### config.mk
export PLATFORM = sky130hd
export DESIGN_NAME = flash_arbiter
export DESIGN_NICKNAME = d
export VERILOG_FILES = /design/src/rtl/flash_arbiter.sv
export SDC_FILE = /design/constraint.sdc
export NUM_CORES = 1
export LEC_CHECK = 0
export ABC_AREA = 1
export ABC_CLOCK_PERIOD_IN_PS = 2100
export CAP_MARGIN = 20
export CORE_AREA = 2 2 156 158
export DETAILED_ROUTE_END_ITERATION = 10
export DIE_AREA = 0 0 158 160
export MAX_ROUTING_LAYER = met4
export PLACE_DENSITY = 0.76
export SLEW_MARGIN = 5
export SYNTH_ARGS = -nofsm -noshare
export SYNTH_HDL_FRONTEND = slang
export SYNTH_SLANG_ARGS = --single-unit
### constraint.sdc
create_clock -name clk -period 2.1 [get_ports clk]
set_input_delay 0.315 -clock clk [delete_from_list [all_inputs] [get_ports clk]]
set_output_delay 0.315 -clock clk [all_outputs]
set_load 0.02 [all_outputs]
### src/rtl/flash_arbiter.sv
// rtl/flash_arbiter.sv - round-robin arbiter sharing one flash_interface control port
module flash_arbiter #(
    parameter int NREQ       = 2,
    parameter int OP_TIMEOUT = 65535
) (
    input  logic               clk,
    input  logic               reset,
    input  logic [NREQ-1:0]    req_rd,
    input  logic [NREQ-1:0]    req_wr,
    input  logic [NREQ*26-1:0] req_addr,
    input  logic [NREQ*32-1:0] req_wdata,
    output logic [NREQ-1:0]    req_busy,
    output logic [NREQ-1:0]    req_done,
    output logic               req_err,
    output logic [31:0]        req_rdata,
    output logic               flash_read_req,
    output logic               flash_write_req,
    output logic [25:0]        flash_addr,
    output logic [31:0]        flash_data_write,
    input  logic [31:0]        flash_data_read,
    input  logic               flash_busy
);
    localparam int IW = $clog2(NREQ);
    localparam int TW = $clog2(OP_TIMEOUT + 1);
    localparam logic [IW:0]   NREQ_W = (IW+1)'(NREQ);
    localparam logic [TW-1:0] TMO    = TW'(OP_TIMEOUT);

    typedef enum logic [2:0] {IDLE, ISSUE, WAIT_ACK, WAIT_DONE, COMPLETE} state_t;
    state_t state, state_nxt;

    logic [NREQ-1:0] pending;
    logic [NREQ-1:0] lat_wr;
    logic [25:0]     lat_addr  [NREQ];
    logic [31:0]     lat_wdata [NREQ];
    logic [IW-1:0]   grant, last, sel_idx;
    logic [IW:0]     sel_sum;
    logic            sel_valid;
    logic [TW-1:0]   timer, timer_inc;
    logic            timer_hit;
    logic            op_wr, err;
    logic [NREQ-1:0] grant_oh, in_service, accept;
    logic            start;

    always_comb begin
        grant_oh        = '0;
        grant_oh[grant] = 1'b1;
    end

    // Round-robin search starting just after the last granted requester
    always_comb begin
        sel_valid = 1'b0;
        sel_idx   = '0;
        sel_sum   = '0;
        for (int k = 1; k <= NREQ; k++) begin
            sel_sum = {1'b0, last} + (IW+1)'(k);
            if (sel_sum >= NREQ_W)
                sel_sum = sel_sum - NREQ_W;
            if (!sel_valid && pending[sel_sum[IW-1:0]]) begin
                sel_valid = 1'b1;
                sel_idx   = sel_sum[IW-1:0];
            end
        end
    end

    assign start      = (state == IDLE) && sel_valid && !flash_busy;
    assign timer_inc  = (timer == TMO) ? timer : timer + TW'(1);
    assign timer_hit  = (timer_inc == TMO);
    // COMPLETE is deliberately not "in service" so a fresh strobe there is taken
    assign in_service = (state == ISSUE || state == WAIT_ACK || state == WAIT_DONE) ? grant_oh : '0;
    assign accept     = (req_rd | req_wr) & ~pending & ~in_service;

    assign req_busy        = pending | ((state != IDLE) ? grant_oh : '0);
    assign req_done        = (state == COMPLETE) ? grant_oh : '0;
    assign req_err         = (state == COMPLETE) && err;
    assign flash_read_req  = (state == ISSUE) && !op_wr;
    assign flash_write_req = (state == ISSUE) && op_wr;

    always_comb begin
        state_nxt = state;
        case (state)
            IDLE:      if (start) state_nxt = ISSUE;
            ISSUE:     state_nxt = WAIT_ACK;
            WAIT_ACK:  if (flash_busy) state_nxt = WAIT_DONE;
                       else if (timer_hit) state_nxt = COMPLETE;
            WAIT_DONE: if (!flash_busy || timer_hit) state_nxt = COMPLETE;
            COMPLETE:  state_nxt = IDLE;
            default:   state_nxt = IDLE;
        endcase
    end

    always_ff @(posedge clk or negedge reset) begin
        if (!reset)
            state <= IDLE;
        else
            state <= state_nxt;
    end

    always_ff @(posedge clk or negedge reset) begin
        if (!reset) begin
            pending          <= '0;
            lat_wr           <= '0;
            grant            <= '0;
            last             <= IW'(NREQ - 1);
            timer            <= '0;
            op_wr            <= 1'b0;
            err              <= 1'b0;
            req_rdata        <= '0;
            flash_addr       <= '0;
            flash_data_write <= '0;
            for (int i = 0; i < NREQ; i++) begin
                lat_addr[i]  <= '0;
                lat_wdata[i] <= '0;
            end
        end else begin
            for (int i = 0; i < NREQ; i++) begin
                if (accept[i]) begin
                    pending[i]   <= 1'b1;
                    lat_wr[i]    <= req_wr[i];
                    lat_addr[i]  <= req_addr[26*i +: 26];
                    lat_wdata[i] <= req_wdata[32*i +: 32];
                end
            end
            case (state)
                IDLE: begin
                    if (start) begin
                        grant            <= sel_idx;
                        last             <= sel_idx;
                        pending[sel_idx] <= 1'b0;
                        op_wr            <= lat_wr[sel_idx];
                        flash_addr       <= lat_addr[sel_idx];
                        flash_data_write <= lat_wdata[sel_idx];
                    end
                end
                ISSUE: begin
                    timer <= '0;
                    err   <= 1'b0;
                end
                WAIT_ACK: begin
                    if (flash_busy) begin
                        timer <= '0;
                    end else if (timer_hit) begin
                        err       <= 1'b1;
                        req_rdata <= '0;
                    end else begin
                        timer <= timer_inc;
                    end
                end
                WAIT_DONE: begin
                    if (!flash_busy) begin
                        req_rdata <= flash_data_read;
                        err       <= 1'b0;
                    end else if (timer_hit) begin
                        err       <= 1'b1;
                        req_rdata <= '0;
                    end else begin
                        timer <= timer_inc;
                    end
                end
                default: ;
            endcase
        end
    end
endmodule
# Word-level counts from Yosys, hierarchy flattened
# Cells that the tools add are included.
[op_classes]
reduce_logical = 23
bitwise = 9
n_addsub = 5
order_cmp = 9
n_mux = 47
eq_ne = 11
[op_table]
columns = ["cell", "count"]
rows = [
  ["two-way mux 32 bit", 6],
  ["two-way mux 26 bit", 3],
  ["two-way mux 16 bit", 4],
  ["one-hot mux 32 bit (2 select lines)", 1],
  ["one-hot mux 16 bit (3 select lines)", 1],
  ["== test 16 bit (second input constant)", 2],
  ["two-way mux 1 bit", 19],
  ["adder 16 x 1 -> 16 bit (second input constant)", 1],
  ["two-way mux 3 bit", 4],
  ["one-hot mux 3 bit (4 select lines)", 1],
  ["two-way mux 2 bit", 5],
  ["logical AND 1 bit", 8],
  ["< comparator 1 x 2 -> 1 bit (second input constant)", 4],
  ["AND reduction 2 bit", 4],
  ["AND 2 bit", 3],
  ["== test 3 x 2 -> 1 bit (second input constant)", 2],
  [">= comparator 2 bit (second input constant)", 3],
  ["!= test 2 bit (second input constant)", 3],
  ["NOT 2 bit", 3],
  ["nonzero test 3 bit", 2],
  ["bitwise OR 2 bit", 2],
  ["== test 3 x 1 -> 1 bit (second input constant)", 1],
  ["== test 3 bit (second input constant)", 1],
  ["zero test 1 bit", 3],
  ["other kinds (13)", 18],
]
[totals]
output_inout_bits = 97
inputBits = 155
elab_cells = 120
regBits = 233

# Depth between registers and ports, before layout
# Gate-level depths: netlist (run 1).
[logic_depth]
word_depth = 17
depth_mapped = 15
mapped_depth_nobuf = 15

# Least setup slack after synthesis (run 1)
# Ideal clock, no wire load.
[synth_timing]
path_type = "register to register"
from = "register timer[0]"
to = "register req_rdata[10]"
path_buffers = 2
period_less_slack_ns = 1.970
setup_ns = 0.120
arrival_ns = 1.850
path_stages_with_launch = 15
t_required_ns = 1.980
path_slack_ns = 0.130
path_cell_list = "dfrtp_1 ha_1 nand2_2 nor2_2 nand2_2 inv_2 nand2_4 buf_6 nand2_1 nand3_1 nor2_2 nand3_4 buf_6 nand2_1 a21oi_1"
[synth_between]
elab_chain_len = 6
elab_cells_between_ends = 8
cone_classes = "add/sub (1); eq/ne (2); mux (5)"
[synth_lines]
columns = ["item", "line_no", "text"]
rows = [
  ["start: declaration", "38", "logic [TW-1:0] timer, timer_inc;"],
  ["start signal: assignment", "145", "timer <= timer_inc;"],
  ["start signal: assignment", "156", "timer <= timer_inc;"],
  ["adder 16 x 1 -> 16 bit or == test 16 bit (tied branches)", "66", "assign timer_inc = (timer == TMO) ? timer : timer + TW'(1);"],
  ["two-way mux 16 bit (*)", "66", ""],
  ["== test 16 bit (*)", "67", "assign timer_hit = (timer_inc == TMO);"],
  ["two-way mux 32 bit (*)", "--", ""],
  ["two-way mux 32 bit, on equally long branches", "--", ""],
  ["one-hot mux 32 bit (2 select lines) (*)", "--", ""],
  ["end signal: assignment", "150", "req_rdata <= flash_data_read;"],
  ["end: declaration", "15", "output logic [31:0] req_rdata,"],
]
# Every way passes the cells marked *; elsewhere a longest branch is shown, timed or not. The select of a mux whose other input is x is not followed.
# A chain may end at the register's enable or synchronous reset.

# Worst setup path after layout (run 1)
[layout_timing]
from = "register timer[1]"
to = "register req_rdata[12]"
# Same word-level chain as after synthesis.

==> qor.yml, run 1 <==
clocking:
  cts_max_level: 1
  clkTransAtPathRegs_ns: 0.06
  cts_root_buffer: "clkbuf_16"
  clockBufferDepth: 3
  cts_tree: "yes"
  cts_inserted_buffers: 26
  clock_sinks: 233
  clock_latency_ns: 0.52
power_and_ir_drop:
  total_power_mw: 21.0
  power.share.clock: 0.220
  ir_worst_vdd_v: 0.000712
  net-switching-power_mw: 8.09
  p_leak_nw: 7.16
  seq_power_share: 0.350
  comb_power_share: 0.430
  power_density_nw_per_um2: 1410
  p_int_mw: 12.9
  p_sw_frac: 0.385
detailed_routing:
  routedWlPerCell_um: 15.7
  drtIter0Drc: 612
  vias: 9496
  first_pass_iters: 5
  drt_wl_total_mm: 29.8
  drc: 0
  vias_per_cell: 5.01
  antenna_left: 0
cells_and_area:
  final_layout_size_suffix_gt1_frac: 0.113
  nets: 1706
  final_core_utilization: 0.627
  n_fill_cell: 2009
  final_area_um2: 14900
  area_growth_pct: 42.8
  fin_cells: 1895
setup_path:
  worstSetupStartpointType: "flip-flop"
  regToRegSetupSlack_ns: 0.0002
  required_ns: 2.50
  end_kind: "flip-flop"
  worstRegToRegCells: 15
  r2r_start: "timer[1]"
  crit_arrival_ns: 2.50
  worstSetupPathType: "flip-flop to flip-flop"
  critical_path.max_fanout: 8
  r2r-end: "req_rdata[12]"
sta:
  worst_pin_slew_ns: 0.478
  period_needed_ns: 2.10
  maxSlewViolCount: 0
  max-slew-margin-rel: 0.682
  max_freq_mhz: 476
  holdWs_ns: 0.315
  rsz0062_at_grt: "true"
  worst_slack_ns: 0.000178
  setup_viol: 0
  worst_clock_skew_ns: 0.00883
  hold_violations: 0
  finalCritPeriodShare: 1.00
  setup_tns_ns: 0
run_status:
  outcome: "finished clean"
die:
  core_um2: 23800
  rows: 57
  start_util: 0.439
  dieHeight_um: 160
  dieWidth_um: 158
  pin_count: 252
  die_area_um2: 25300
synthesis:
  ys_seq_area_frac: 0.558
  netlist.area_leader.share: 0.555
  synth_cell_type_count: 29
  synth_common_cells: "nand2_1, dfrtp_1, inv_1"
  yosysMostFrequentCell: "nand2_1"
  syn_avg_cell_area_um2: 8.17
  synth-edff-count: 0
  netlist_area_um2: 10500
  yosysTopAreaCell: "dfrtp_1"
  syn_nets: 1436
  synth-seq-cells: 233
  ys_async_sr_fraction: 1.00
  synth_cells: 1280
  synth.area.top_cells: "dfrtp_1, nand2_1, inv_1"
  ys_warn_count: 0
  synthFlopType: "dfrtp_1"
grt:
  grtUsageTotal: 0.237
  antenna_found_initial: 2
  grt_pass1_vias: 9627
  grt_pass1_wl_mm: 47.4
  overflow: 0
  grt_start_max_net_pins: 67
min_path:
  hold_path_class: "input pin to async pin"
placed_design:
  gp_congestion: 0.951
  io_buffers: 251
  dp_cells: 1836
  dp_slack_ns: -0.0494
  place_area_um2: 13600
  dp_hpwl_mm: 19.4
run:
  drv_cap: 0
==> final cells by class <==
class	instances	area [µm²]	share of cell area
clock buffers	41	798	0.0535
clock inverters	6	82.6	0.00553
repair buffers	303	3080	0.207
well taps	324	405	0.0272
inverters	214	812	0.0544
diodes	2	5.00	0.000335
flip-flops and latches	233	5830	0.391
multi-input cells	772	3910	0.262
==> what timing repair did <==
item,4_1_cts,5_1_grt
hold buffers,1,0
pin swaps,1,14
setup buffers,0,6
resized for setup,9,98
endpoints found under the hold margin,52,0
endpoints found under the setup margin,39,42
cloned,0,3
==> layout by cell type (no fill, tap or decap), types with 2 or more instances in the layout <==
master             n
diode_2            2
nand3_1           27
nand3_2            7
clkbuf_16         29
o21ai_0          126
inv_2              5
nand3b_1           2
dlygate4sd2_1      5
o211ai_1           6
buf_12            12
nand2_2           12
buf_4             36
clkdlybuf4s50_1  243
bufinv_16          2
nand4_1           13
clkinv_2           4
clkbuf_2           2
clkbuf_1           7
inv_1            206
clkbuf_8           7
a21oi_1           22
xor2_1             5
nor2_4            10
a21oi_2           15
o221ai_1          51
nand2_1          350
nor2_2             6
nand2_4           19
dfrtp_1          231
nor2_1            93
==> registers in the layout, summed over array words and instances (netlist names), 3 cells and up <==
name,count
lat_wdata,64
lat_addr,52
flash_data_write,32
req_rdata,32
flash_addr,26
timer,16
state,3
==> per-layer routing <==
metal	vias up	part of all wire	routed length (µm)	global-route usage
met5	-	0	0	-
met4	0	0.026	768	0.0659
met3	66	0.072	2130	0.0505
met2	314	0.47	13900	0.372
met1	4551	0.44	13000	0.312
li1	4565	-	-	-
==> logic make-up after synthesis <==
logic type / synth area share
xor+xnor: 0.00419
flops: 0.558
buf+inv: 0.102
compound gates: 0.128
simple gates: 0.207
fa+ha+maj: 0.00120
==> critical path: stages, from the launching register on <==
cell	delay, ns
dfrtp_1	0.39
ha_4	0.17
nand2_4	0.06
nor2_4	0.13
nand2_4	0.09
inv_6	0.08
nand2_8	0.08
nand2_4	0.09
inv_4	0.04
nor2_4	0.12
nand2_2	0.08
nor2_4	0.14
nand3_4	0.15
clkbuf_16	0.23
nand2_4	0.06
a21oi_2	0.04
==> power by group through the flow <==
stage          Combinational (mW)  Sequential (mW)  Clock (mW)
2_1_floorplan                4.25             8.06           0
3_3_place_gp                 8.47             7.34           0
3_5_place_dp                 8.72             7.39           0
4_1_cts                      8.77             7.36        4.72
5_1_grt                      10.1             7.58        4.93
6_report                     9.03             7.37        4.63
==> worst max path at each step <==
| stage | startpoint | to | slack [ns] | depth (start not counted) |
|---|---|---|---|---|
| global route | timer[1] | req_rdata[27] | -0.09 | 15 |
| global placement | flash_busy | req_rdata[26] | 0.006 | 8 |
| CTS | timer[1] | req_rdata[25] | 0.005 | 14 |
| finish | timer[1] | req_rdata[12] | 0.0002 | 15 |
| detailed placement | timer[0] | req_rdata[26] | -0.05 | 15 |
| floorplan | timer[0] | req_rdata[10] | 0.13 | 14 |
(Power assumes the default switching activity.)
==> run 2: changes to the inputs <==
ABC_CLOCK_PERIOD_IN_PS = 2300   (was 2100)
CORE_AREA = 10 10 164 166   (was 2 2 156 158)
DIE_AREA = 0 0 174 176   (was 0 0 158 160)
PLACE_DENSITY = 0.73   (was 0.76)
clock period = 2.3 ns   (was 2.1 ns; I/O delays follow)
==> run 2 against run 1 <==
Net effect: combinational power fell by 13%; clock-buffer cell count fell by 1; global-route usage fell by 3.5 points; final area fell by 4.4%; die area rose by 21%; final cell count fell by 1.3%; core utilization fell by 2.8 points; via count fell by 3.3%; non-clock buffer count fell by 22; critical endpoint is now req_busy[1]; largest cell class unchanged; largest power group unchanged; highest routed layer unchanged.
==> qor.yml, run 2 (same netlist as run 1, synthesis figures left out) <==
cells_and_area:
  largest_reg_flops: 64  # unchanged
  area_growth_pct: 36.5  # was 42.8%
  top_register: "lat_wdata"  # unchanged
  n_fill_cell: 2146  # was 2,009
  top_regs: "lat_wdata x64, lat_addr x52"  # unchanged
  final_layout_size_suffix_gt1_frac: 0.0602  # was 0.113
  final_cell_mix: "nand2_1, clkdlybuf4s50_1, dfrtp_1"  # unchanged
  nets: 1682  # was 1,706
  final_common_cell: "nand2_1"  # unchanged
setup_path:
  worstSetupStartpointType: "flip-flop"  # unchanged
  required_ns: 1.96  # was 2.50 ns
  worstRegToRegCells: 13  # was 15
  regToRegSetupSlack_ns: 0.16  # was 0.0002 ns
  end_kind: "output port"  # was flip-flop
  r2r_start: "timer[0]"  # was timer[1]
  r2r-end: "req_rdata[11]"  # was req_rdata[12]
  crit_arrival_ns: 1.83  # was 2.50 ns
  critical_path.max_fanout: 5  # was 8
  worstSetupPathType: "flip-flop to output port"  # was flip-flop to flip-flop
grt:
  grt_pass1_wl_mm: 50.0  # was 47.4 mm
  overflow: 0  # unchanged
  grt_pass1_vias: 9438  # was 9,627
  grt_start_max_net_pins: 71  # was 67
  grtUsageTotal: 0.202  # was 0.237
  antenna_found_initial: 3  # was 2
die:
  start_util: 0.439  # unchanged
  pin_count: 252  # unchanged
  core_um2: 23800  # unchanged
  dieWidth_um: 174  # was 158 µm
  die_area_um2: 30600  # was 25,300 µm²
  dieHeight_um: 176  # was 160 µm
  rows: 57  # unchanged
sta:
  rsz0062_at_grt: "false"  # was true
  hold_violations: 0  # unchanged
  maxSlewViolCount: 0  # unchanged
  worst_clock_skew_ns: 0.00950  # was 0.00883 ns
  period_needed_ns: 2.18
  setup_tns_ns: 0  # unchanged
  worst_pin_slew_ns: 0.629  # was 0.478 ns
  max_freq_mhz: 460
  finalCritPeriodShare: 0.946
  setup_viol: 0  # unchanged
  max-slew-margin-rel: 0.580  # was 0.682
min_path:
  holdPathStages: 3
  hold_path_class: "input pin to flip-flop"  # was input pin to async pin
  worstHoldStart: "req_addr[20]"
  hold_end: "lat_addr[46]"
power_and_ir_drop:
  total_power_mw: 18.3  # was 21.0 mW
  ir_worst_vdd_v: 0.000714  # was 0.000712 V
  p_leak_nw: 6.90  # was 7.16 nW
  power_density_nw_per_um2: 1280  # was 1410 nW/µm²
run_status:
  outcome: "finished clean"  # unchanged
clocking:
  clockBufferDepth: 3  # unchanged
  cts_root_buffer: "clkbuf_16"  # unchanged
  clkTransAtPathRegs_ns: 0.06  # about the same
  clock_sinks: 233  # unchanged
  clock_latency_ns: 0.51  # was 0.52 ns
  cts_inserted_buffers: 25  # was 26
  cts_max_level: 1  # unchanged
  cts_tree: "yes"  # unchanged
detailed_routing:
  drtIter0Drc: 815  # was 612
  first_pass_iters: 5  # unchanged
  drt_wl_total_mm: 30.4  # was 29.8 mm
  vias_per_cell: 4.91  # was 5.01
  antenna_left: 0  # unchanged
  drc: 0  # unchanged
  routedWlPerCell_um: 16.2  # was 15.7 µm
  vias: 9180  # was 9,496
run:
  drv_cap: 0  # unchanged
placed_design:
  io_buffers: 251  # unchanged
  dp_hpwl_mm: 21.5  # was 19.4 mm
  gp_congestion: 0.894  # was 0.951
[run 2: how the worst max path moves through the flow]
stage | slack [ns] | to | from
final | 0.12 | req_busy[1] | state[0]
after global routing | 0.007 | req_rdata[11] | timer[1]
after CTS | 0.11 | req_busy[1] | state[1]
after detailed placement | 0.13 | req_rdata[11] | timer[0]
after global placement | 0.24 | req_rdata[10] | timer[0]
after floorplan | 0.33 | req_rdata[10] | timer[0]
[run 2: where the power goes]
| part | switching [mW] | internal, mW | leakage, nW | total (mW) |
|---|---|---|---|---|
| combinational | 4.75 | 3.12 | 3.68 | 7.87 |
| clock | 1.58 | 2.14 | 0.370 | 3.72 |
| sequential | 0.787 | 5.89 | 2.85 | 6.68 |
| total | 7.12 | 11.2 | 6.90 | 18.3 |
[run 2: metrics by stage]
| step | area [µm²] | setup WS [ns] | instances | hold WS (ns) | util |
|---|---|---|---|---|---|
| 2_1_floorplan | 10500 | 0.330 | 1280 | 0.0494 | - |
| 3_3_place_gp | 13500 | 0.239 | 1822 | 0.356 | 0.566 |
| 3_5_place_dp | 13500 | 0.129 | 1822 | 0.362 | 0.566 |
| 4_1_cts | 14200 | 0.112 | 1868 | 0.372 | 0.598 |
| 5_1_grt | 14300 | 0.00731 | 1871 | 0.386 | 0.599 |
| 6_report | 14300 | 0.125 | 1871 | 0.388 | 0.599 |
[run 2: layout make-up]
class,count,area [µm²],share of cell area
sequential,233,5830,0.409
multi-input combinational,771,3590,0.252
timing repair buffer,281,2870,0.201
inverter,214,805,0.0564
clock buffer,40,722,0.0506
tap,324,405,0.0284
clock inverter,5,28.8,0.00202
antenna,3,7.51,0.000526
[run 2: worst max-delay path, cell delays in order (launching register included)]
cell	delay (ns)
dfrtp_1	0.41
nor2_1	0.18
nand2_1	0.07
inv_1	0.16
o21ai_0	0.13
dlygate4sd2_1	0.36
[run 2: timing repair]
action                     CTS  global route
hold endpoints to repair    62             0
resized for setup            7            10
setup endpoints to repair    7            32
hold buffers                 1             0
setup buffers                0             0
[run 2: layer usage]
layer	vias to the layer above	global-route usage	part of all wire
li1	4507	-	-
met1	4329	0.270	0.46
met2	307	0.310	0.46
met3	37	0.0481	0.069
met4	0	0.0385	0.014
met5	-	-	0
==> run 3: changes to the inputs <==
TNS_END_PERCENT = 50   (was default)
==> results of run 3 <==
Final layout, timing and power as in run 2 (identical DEF).
